===== src/rtl/sram_axi_bridge_pkg.sv =====
// Shared definitions for the SRAM-to-AXI bridge.
//   - FSM state encodings (legacy localparams plus an enum built on them)
//   - AXI transaction ids for the instruction and data sides
//   - fixed single-beat burst attributes
//   - wenToSize(): byte-strobe pattern to AXI transfer size
package sram_axi_bridge_pkg;

  localparam logic [2:0] ST_IDLE = 3'd0;
  localparam logic [2:0] ST_AR   = 3'd1;
  localparam logic [2:0] ST_R    = 3'd2;
  localparam logic [2:0] ST_AW_W = 3'd3;
  localparam logic [2:0] ST_B    = 3'd4;

  typedef enum logic [2:0] {
    S_IDLE = ST_IDLE,
    S_AR   = ST_AR,
    S_R    = ST_R,
    S_AW_W = ST_AW_W,
    S_B    = ST_B
  } busStateE;

  localparam logic [3:0] ID_INST = 4'd0;
  localparam logic [3:0] ID_DATA = 4'd1;

  localparam logic [3:0] AXI_LEN_SINGLE = 4'd0;
  localparam logic [2:0] AXI_SIZE_WORD  = 3'd2;
  localparam logic [1:0] AXI_BURST_INCR = 2'b01;

  // Single byte -> 0, aligned halfword -> 1, anything else is sent as a word.
  function automatic logic [2:0] wenToSize(input logic [3:0] wen);
    case (wen)
      4'b0001, 4'b0010, 4'b0100, 4'b1000: return 3'd0;
      4'b0011, 4'b1100:                   return 3'd1;
      default:                            return 3'd2;
    endcase
  endfunction

endpackage


===== src/rtl/sram_axi_bridge.sv =====
// SRAM-style CPU fetch/load/store ports to a single-outstanding AXI3 master.
//
// Ports:
//   clk, rst                 clock and synchronous active-high reset
//   inst_en/inst_addr        fetch request; inst_rdata result, i_stall busy
//   data_en/data_wen/...     load/store request; data_rdata result, d_stall busy
//   longest_stall            CPU frozen: completed results and done flags hold
//   ar*/r*/aw*/w*/b*         AXI3 master channels, single-beat transfers only
//
// state  | meaning
// IDLE   | no transaction; picks data request first, then fetch
// AR     | read address valid, waiting for arready
// R      | rready high, waiting for the single read beat
// AW_W   | store address and data offered, each dropped after its handshake
// B      | bready high, waiting for the write response
module sram_axi_bridge
  import sram_axi_bridge_pkg::*;
(
  input  logic        clk,
  input  logic        rst,

  input  logic        inst_en,
  input  logic [31:0] inst_addr,
  output logic [31:0] inst_rdata,
  output logic        i_stall,

  input  logic        data_en,
  input  logic [3:0]  data_wen,
  input  logic [31:0] data_addr,
  input  logic [31:0] data_wdata,
  output logic [31:0] data_rdata,
  output logic        d_stall,

  input  logic        longest_stall,

  output logic [3:0]  arid,
  output logic [31:0] araddr,
  output logic [3:0]  arlen,
  output logic [2:0]  arsize,
  output logic [1:0]  arburst,
  output logic [1:0]  arlock,
  output logic [3:0]  arcache,
  output logic [2:0]  arprot,
  output logic        arvalid,
  input  logic        arready,

  input  logic [3:0]  rid,
  input  logic [31:0] rdata,
  input  logic [1:0]  rresp,
  input  logic        rlast,
  input  logic        rvalid,
  output logic        rready,

  output logic [3:0]  awid,
  output logic [31:0] awaddr,
  output logic [3:0]  awlen,
  output logic [2:0]  awsize,
  output logic [1:0]  awburst,
  output logic [1:0]  awlock,
  output logic [3:0]  awcache,
  output logic [2:0]  awprot,
  output logic        awvalid,
  input  logic        awready,

  output logic [3:0]  wid,
  output logic [31:0] wdata,
  output logic [3:0]  wstrb,
  output logic        wlast,
  output logic        wvalid,
  input  logic        wready,

  input  logic [3:0]  bid,
  input  logic [1:0]  bresp,
  input  logic        bvalid,
  output logic        bready
);

  busStateE    state;
  logic        instDone;
  logic        dataDone;
  logic [31:0] instRdataQ;
  logic [31:0] dataRdataQ;
  logic [3:0]  reqId;
  logic [31:0] reqAddr;
  logic [31:0] reqWdata;
  logic [3:0]  reqWstrb;
  logic        awDone;
  logic        wDone;

  logic instPend;
  logic dataPend;
  logic awFire;
  logic wFire;
  logic instComplete;
  logic dataComplete;

  // Single-beat, one-at-a-time: ids and error responses carry no information.
  logic unusedSinks;
  assign unusedSinks = ^{rid, rresp, rlast, bid, bresp};

  assign instPend = inst_en & ~instDone;
  assign dataPend = data_en & ~dataDone;

  assign awFire = awvalid & awready;
  assign wFire  = wvalid & wready;

  assign instComplete = (state == S_R) & rvalid & (reqId == ID_INST);
  assign dataComplete = ((state == S_R) & rvalid & (reqId == ID_DATA)) |
                        ((state == S_B) & bvalid);

  always_ff @(posedge clk) begin
    if (rst) begin
      state      <= S_IDLE;
      instDone   <= 1'b0;
      dataDone   <= 1'b0;
      instRdataQ <= '0;
      dataRdataQ <= '0;
      reqId      <= '0;
      reqAddr    <= '0;
      reqWdata   <= '0;
      reqWstrb   <= '0;
      awDone     <= 1'b0;
      wDone      <= 1'b0;
    end else begin
      // A fresh completion always raises the flag; an old one is released on
      // the first edge the pipeline is allowed to move.
      instDone <= instComplete | (instDone & longest_stall);
      dataDone <= dataComplete | (dataDone & longest_stall);
      if (instComplete) instRdataQ <= rdata;
      if ((state == S_R) && rvalid && (reqId == ID_DATA)) dataRdataQ <= rdata;

      case (state)
        S_IDLE: begin
          if (dataPend) begin
            reqId    <= ID_DATA;
            reqAddr  <= data_addr;
            reqWdata <= data_wdata;
            reqWstrb <= data_wen;
            awDone   <= 1'b0;
            wDone    <= 1'b0;
            state    <= (data_wen == 4'b0000) ? S_AR : S_AW_W;
          end else if (instPend) begin
            reqId    <= ID_INST;
            reqAddr  <= inst_addr;
            reqWstrb <= 4'b0000;
            state    <= S_AR;
          end
        end
        S_AR: begin
          if (arready) state <= S_R;
        end
        S_R: begin
          if (rvalid) state <= S_IDLE;
        end
        S_AW_W: begin
          if (awFire) awDone <= 1'b1;
          if (wFire)  wDone  <= 1'b1;
          if ((awDone | awFire) && (wDone | wFire)) state <= S_B;
        end
        S_B: begin
          if (bvalid) state <= S_IDLE;
        end
        default: state <= S_IDLE;
      endcase
    end
  end

  assign i_stall    = instPend;
  assign d_stall    = dataPend;
  assign inst_rdata = instRdataQ;
  assign data_rdata = dataRdataQ;

  assign arid    = reqId;
  assign araddr  = reqAddr;
  assign arlen   = AXI_LEN_SINGLE;
  assign arsize  = AXI_SIZE_WORD;
  assign arburst = AXI_BURST_INCR;
  assign arlock  = '0;
  assign arcache = '0;
  assign arprot  = '0;
  assign arvalid = (state == S_AR);
  assign rready  = (state == S_R);

  assign awid    = reqId;
  assign awaddr  = reqAddr;
  assign awlen   = AXI_LEN_SINGLE;
  assign awsize  = wenToSize(reqWstrb);
  assign awburst = AXI_BURST_INCR;
  assign awlock  = '0;
  assign awcache = '0;
  assign awprot  = '0;
  assign awvalid = (state == S_AW_W) & ~awDone;

  assign wid     = reqId;
  assign wdata   = reqWdata;
  assign wstrb   = reqWstrb;
  assign wlast   = 1'b1;
  assign wvalid  = (state == S_AW_W) & ~wDone;

  assign bready  = (state == S_B);

endmodule


===== config.mk =====
export PLATFORM = sky130hd
export DESIGN_NAME = sram_axi_bridge
export DESIGN_NICKNAME = d
export VERILOG_FILES = /design/src/rtl/sram_axi_bridge_pkg.sv /design/src/rtl/sram_axi_bridge.sv
export SDC_FILE = /design/constraint.sdc
export NUM_CORES = 1
export LEC_CHECK = 0
export BUFFER_PORTS_ARGS = -buffer_cell sky130_fd_sc_hd__buf_4
export CAP_MARGIN = 20
export CORE_AREA = 2 2 147 149
export CTS_BUF_LIST = sky130_fd_sc_hd__clkbuf_2
export DETAILED_ROUTE_END_ITERATION = 12
export DIE_AREA = 0 0 149 151
export HOLD_SLACK_MARGIN = 0.02
export PLACE_DENSITY = 0.69
export SLEW_MARGIN = 30
export SYNTH_ARGS = -nofsm -noshare
export SYNTH_HDL_FRONTEND = slang
export SYNTH_SLANG_ARGS = --single-unit

===== constraint.sdc =====
create_clock -name clk -period 4.02 [get_ports clk]
set_input_delay 0.603 -clock clk [delete_from_list [all_inputs] [get_ports clk]]
set_output_delay 0.603 -clock clk [all_outputs]
set_load 0.05 [all_outputs]

==> results.yml, run 1 <==
status:
  status: "finished, final reports clean"
synth:
  synthDistinctLibCells: 35
  yosys_warnings: 0
  synthesis.area_um2: 6140
  ys_ff_latch: 140
  yosysSeqAreaShare: 0.456
  synth.avg_cell_area_um2: 8.59
  syn_inst: 715
timing:
  finalCritPeriodShare: 0.659
  fmax_ghz: 0.377
  rsz0062_at_grt: "no"
  tightest_slew_ns: 0.835
  setup_viol: 0
  final.min_clock_period_ns: 2.65
  final_max_slew_viol_count: 0
  fin_tns_setup_ns: 0
  skew_ns: 0.0353
  max-slew-margin-rel: 0.443
  finalHoldViolations: 0
drt:
  drt_wl_total_mm: 18.3
  drtPass1Iterations: 4
  wire_per_inst_um: 14.4
  drc_errors: 0
  drt_iter0_drc: 226
  ant_nets: 0
  viasPerCell: 4.38
  routed-via-count: 5578
grt:
  antenna_found_initial: 0
  grt_start_max_net_pins: 84
  grt_pass1_wl_mm: 26.7
  grt_pass1_vias: 5119
  grt_usage: 0.151
  overflow: 0
hold_path:
  min_path_type: "primary input to flop"
placement:
  port_buffers: 317
  place_congestion: 0.757
  dp_cells: 1227
  post-dp-hpwl_mm: 12.9
clocking:
  cts-buffers-inserted: 17
  cts_max_level: 4
  clkLatencyLatePin_ns: 0.67
  ctsLongestPathBuffers: 2
  cts_root_buf: "clkbuf_2"
  cts_tree: "built"
  clk_pin_slew_ns: 0.23
  cts_resized: 0
  numClockSinks: 140
die:
  die_x_um: 149
  rows: 53
  die_h_um: 151
  num_io_pins: 375
  core_region_area_um2: 20800
  initial_core_util: 0.295
  die-area_um2: 22500
final_layout:
  layout_common_cells: "buf_4, nand2_1, dfxtp_1"
  final_nets: 1140
  final_common_cell: "buf_4"
  layoutNonFillerInstCount: 1273
  drive_gt1_frac: 0.401
  fill_cells: 2099
  diodes: 0
  areaGrowthSynthToFinish_pct: 40.8
job:
  maxCapViolations: 0
power:
  worst_ir_drop_vdd_mv: 0.261
  leakagePower_uw: 0.00387
  power.density_nw_per_um2: 603
setup_path:
  worstSetupStartpointType: "flop"
  criticalPathCategory: "flop to output port"
  worstPathMaxFanout: 37
  crit_path_end_kind: "output port"
  crit_arrival_ns: 2.05
  required_ns: 3.42
-- worst max-delay path, cell delays in order, from the launching register on --
cell and delay [ns]:
dfxtp_1 0.38, nor2b_4 0.13, buf_4 0.52, buf_4 0.31
-- repair_timing --
action,in CTS,in global routing
hold endpoints to repair,14,2
hold buffers,12,2
buffers inserted,0,0
-- layer usage --
| layer | track usage | vias up | routed length, um |
|---|---|---|---|
| met5 | 0 | - | 0 |
| met4 | 0.0438 | 0 | 252 |
| met3 | 0.0654 | 14 | 1810 |
| met2 | 0.257 | 213 | 8950 |
| met1 | 0.173 | 2575 | 7290 |
| li1 | - | 2776 | - |
-- sequential cells by signal (all words and copies together), names as in the netlist, 3 cells and up --
name,count
araddr,32
data_rdata,32
inst_rdata,32
state,3
wdata,32
wstrb,4
-- cell type report --
type	count	area [um^2]	area share
clock inverters	14	216	0.0250
multi-input cells	487	2600	0.301
flip-flops and latches	140	2800	0.324
well taps	275	344	0.0398
repair buffers	339	2590	0.300
clock buffers	18	90.1	0.0104
-- cell families (layout without fill, tap and decap cells) --
group | count (synthesis) | after routing | synth area share
AND/OR/NAND/NOR | 264 | 264 | 0.180
multiplexers | 33 | 33 | 0.0538
flip-flops | 140 | 140 | 0.456
XOR/XNOR | 1 | 1 | 0.00143
other | 2 | 44 | 0.00122
buffers and inverters | 130 | 371 | 0.148
AO/OA/AOI/OAI | 145 | 145 | 0.159
-- Yosys cell counts --
master | instances | area (um^2)
and3b_1 | 1 | 8.76
o311ai_2 | 1 | 16.3
and2_1 | 2 | 12.5
nand2b_1 | 3 | 18.8
buf_6 | 8 | 90.1
a22oi_1 | 6 | 45.0
nand3b_1 | 1 | 7.51
o21a_1 | 1 | 7.51
buf_4 | 90 | 676
nand4b_1 | 1 | 8.76
buf_2 | 15 | 75.1
nor2_1 | 36 | 135
xnor2_1 | 1 | 8.76
clkbuf_4 | 1 | 7.51
clkbuf_1 | 16 | 60.1
nor3_1 | 1 | 5.00
nand3_1 | 2 | 10.0
nor2b_1 | 1 | 6.26
or4_1 | 2 | 15.0
o221ai_1 | 1 | 8.76
nor3b_1 | 3 | 22.5
mux2i_1 | 33 | 330
or3_1 | 1 | 6.26
a211oi_1 | 4 | 30.0
o21ai_1 | 1 | 5.00
a21oi_1 | 103 | 515
and4bb_4 | 1 | 16.3
nor4b_1 | 2 | 17.5
nor2_2 | 8 | 50.1
dfxtp_1 | 140 | 2800
a211oi_2 | 28 | 350
nor3_2 | 1 | 10.0
nand2_1 | 196 | 736
conb_1 | 2 | 7.51
nor2b_2 | 2 | 17.5
-- path summary, 6_finish.rpt --
check                                    start              to  slack, ns  cells after the start
worst max-delay path                  dataDone         d_stall       1.37                      3
worst min-delay path             data_wdata[2]        wdata[2]       0.14                      3
worst max register to register        state[1]      araddr[15]       1.98                      5
worst min register to register  inst_rdata[19]  inst_rdata[19]       0.47                      2
-- report_power, final --
group,internal [uW],leakage (uW),switching (uW),total (uW)
registers,1580,0.00114,166,1750
clock network,478,0.000174,550,1030
logic,712,0.00255,1720,2430
-- per-stage QoR --
stage / worst slack, ns / utilization / power, uW / hold slack (ns) / cell area, um^2
floorplan: 1.64 / - / 3710 / 0.447 / 6300
global placement: 1.70 / 0.394 / 4190 / 0.442 / 8190
detailed placement: 1.70 / 0.394 / 4220 / 0.447 / 8200
CTS: 1.23 / 0.414 / 5290 / 0.0209 / 8620
global route: 1.19 / 0.415 / 5470 / 0.0226 / 8640
finish: 1.37 / 0.415 / 5210 / 0.141 / 8640
(Power assumes the default switching activity.)
==> inputs of run 2 (changes only) <==
clock period = 2.5 ns   (was 4.02 ns; I/O delays follow)
==> run 2 against run 1 <==
Against the previous run:
- sequential cell count did not move
- combinational power rose by 72%
- largest cell class is now non-clock buffers
- clock skew rose by 0.018 ns
- cell count rose by 9.7%
- die area did not move
- core utilization rose by 6.2 points
- critical path type unchanged
- non-clock buffer count rose by 124
- critical path depth fell by 1
- sequential share of layout area fell by 4.2 points
- via count rose by 10%
- power rose by 66%
- worst hold slack got worse by 0.029 ns
==> results.yml, run 2 (synthesis results as in run 1) <==
status:
  status: "finished, final reports clean"
placement:
  place_congestion: 0.742
  port_buffers: 317
  pre_cts_ws_ns: 0.645
  place_area_um2: 8280
  post-dp-hpwl_mm: 13.3
clocking:
  cts-buffers-inserted: 17
  cts_resized: 0
  ctsLongestPathBuffers: 2
  hold_buffers: 134
  cts_tree: "built"
  clk_pin_slew_ns: 0.19
  cts_max_level: 4
  cts_root_buf: "clkbuf_2"
  numClockSinks: 140
  post_cts_buffers: 0
  clkLatencyLatePin_ns: 0.70
setup_path:
  rrSetupSlack_ns: 0.58
  worstSetupStartpointType: "flop"
  required_ns: 2.12
  criticalPathCategory: "flop to output port"
  crit_arrival_ns: 1.90
  worst-r2r-cell-count: 5
  worstPathMaxFanout: 12
  crit_path_end_kind: "output port"
timing:
  skew_ns: 0.0531
  rsz0062_at_grt: "no"
  setup_viol: 0
  final_max_slew_viol_count: 0
  finalCritPeriodShare: 0.911
  fmax_ghz: 0.439
  fin_tns_setup_ns: 0
  final.min_clock_period_ns: 2.28
  max-slew-margin-rel: 0.630
  tightest_slew_ns: 0.554
  finalHoldViolations: 0
  finalWorstSetupSlack_ns: 0.224
die:
  core_region_area_um2: 20800
  die_h_um: 151
  rows: 53
  num_io_pins: 375
  die_x_um: 149
  die-area_um2: 22500
  initial_core_util: 0.295
hold_path:
  min_path_cells: 4
  min_path_type: "primary input to flop"
final_layout:
  diodes: 0
  drive_gt1_frac: 0.359
  seqCellArea_um2: 2800
  areaGrowthSynthToFinish_pct: 61.8
  fin_util: 0.477
  layout_common_cells: "buf_4, nand2_1, dfxtp_1"
  final_nets: 1264
  final_common_cell: "buf_4"
  design_area_um2: 9930
  multi_input_area_um2: 2590
  fill_cells: 1941
drt:
  drt_iter0_drc: 197
  viasPerCell: 4.40
  ant_nets: 0
  drt_wl_total_mm: 20.7
  drtPass1Iterations: 4
  wire_per_inst_um: 14.9
  routed-via-count: 6138
  drc_errors: 0
power:
  p_sw_uw: 4010
  p_comb_frac: 0.483
  worst_ir_drop_vdd_mv: 0.379
  power.density_nw_per_um2: 872
  leakagePower_uw: 0.00441
  p_seq_frac: 0.326
  p_int_uw: 4650
  netSwitchingFraction: 0.463
  pwr-share-clk: 0.191
grt:
  grt_usage: 0.175
  antenna_found_initial: 0
  grt_pass1_vias: 5949
  grt_start_max_net_pins: 80
  grt_pass1_wl_mm: 31.0
  overflow: 0
job:
  maxCapViolations: 0
[run 2: critical path: stages, from the launching register on]
cell and delay, ns:
dfxtp_1 0.58, nor3b_1 0.37, buf_4 0.29
[run 2: area by class of cell]
cell class	instances	area share
repair buffers	463	0.391
flip-flops and latches	140	0.282
multi-input cells	487	0.261
well taps	275	0.0346
clock inverters	13	0.0215
clock buffers	18	0.00907
[run 2: power groups by stage]
stage / clock (uW) / sequential (uW) / combinational (uW)
6_report: 1660 / 2820 / 4180
5_1_grt: 1830 / 2860 / 4390
4_1_cts: 1730 / 2820 / 4180
3_5_place_dp: 0 / 2870 / 3980
3_3_place_gp: 0 / 2850 / 3950
2_1_floorplan: 0 / 3800 / 2160
[run 2: per-stage QoR]
stage                     std cells  power (uW)  hold WS (ns)
after detailed placement       1230        6850         0.447
after floorplan                 757        5960         0.447
after global placement         1230        6800         0.442
after CTS                      1395        8730        0.0206
final                          1396        8660         0.112
after global routing           1396        9080        0.0364
[run 2: worst paths after layout]
path | start | endpoint
worst min register to register | data_rdata[26] | data_rdata[26]
worst max-delay path | state[2] | bready
worst max register to register | dataDone | araddr[4]
worst min-delay path | arready | state[0]
[run 2: per-layer routing]
metal / global-route usage / vias up / share of wire
li1: - / 3029 / -
met1: 0.188 / 2833 / 0.39
met2: 0.318 / 250 / 0.51
met3: 0.0620 / 26 / 0.084
met4: 0.0600 / 0 / 0.019
met5: 0 / - / 0
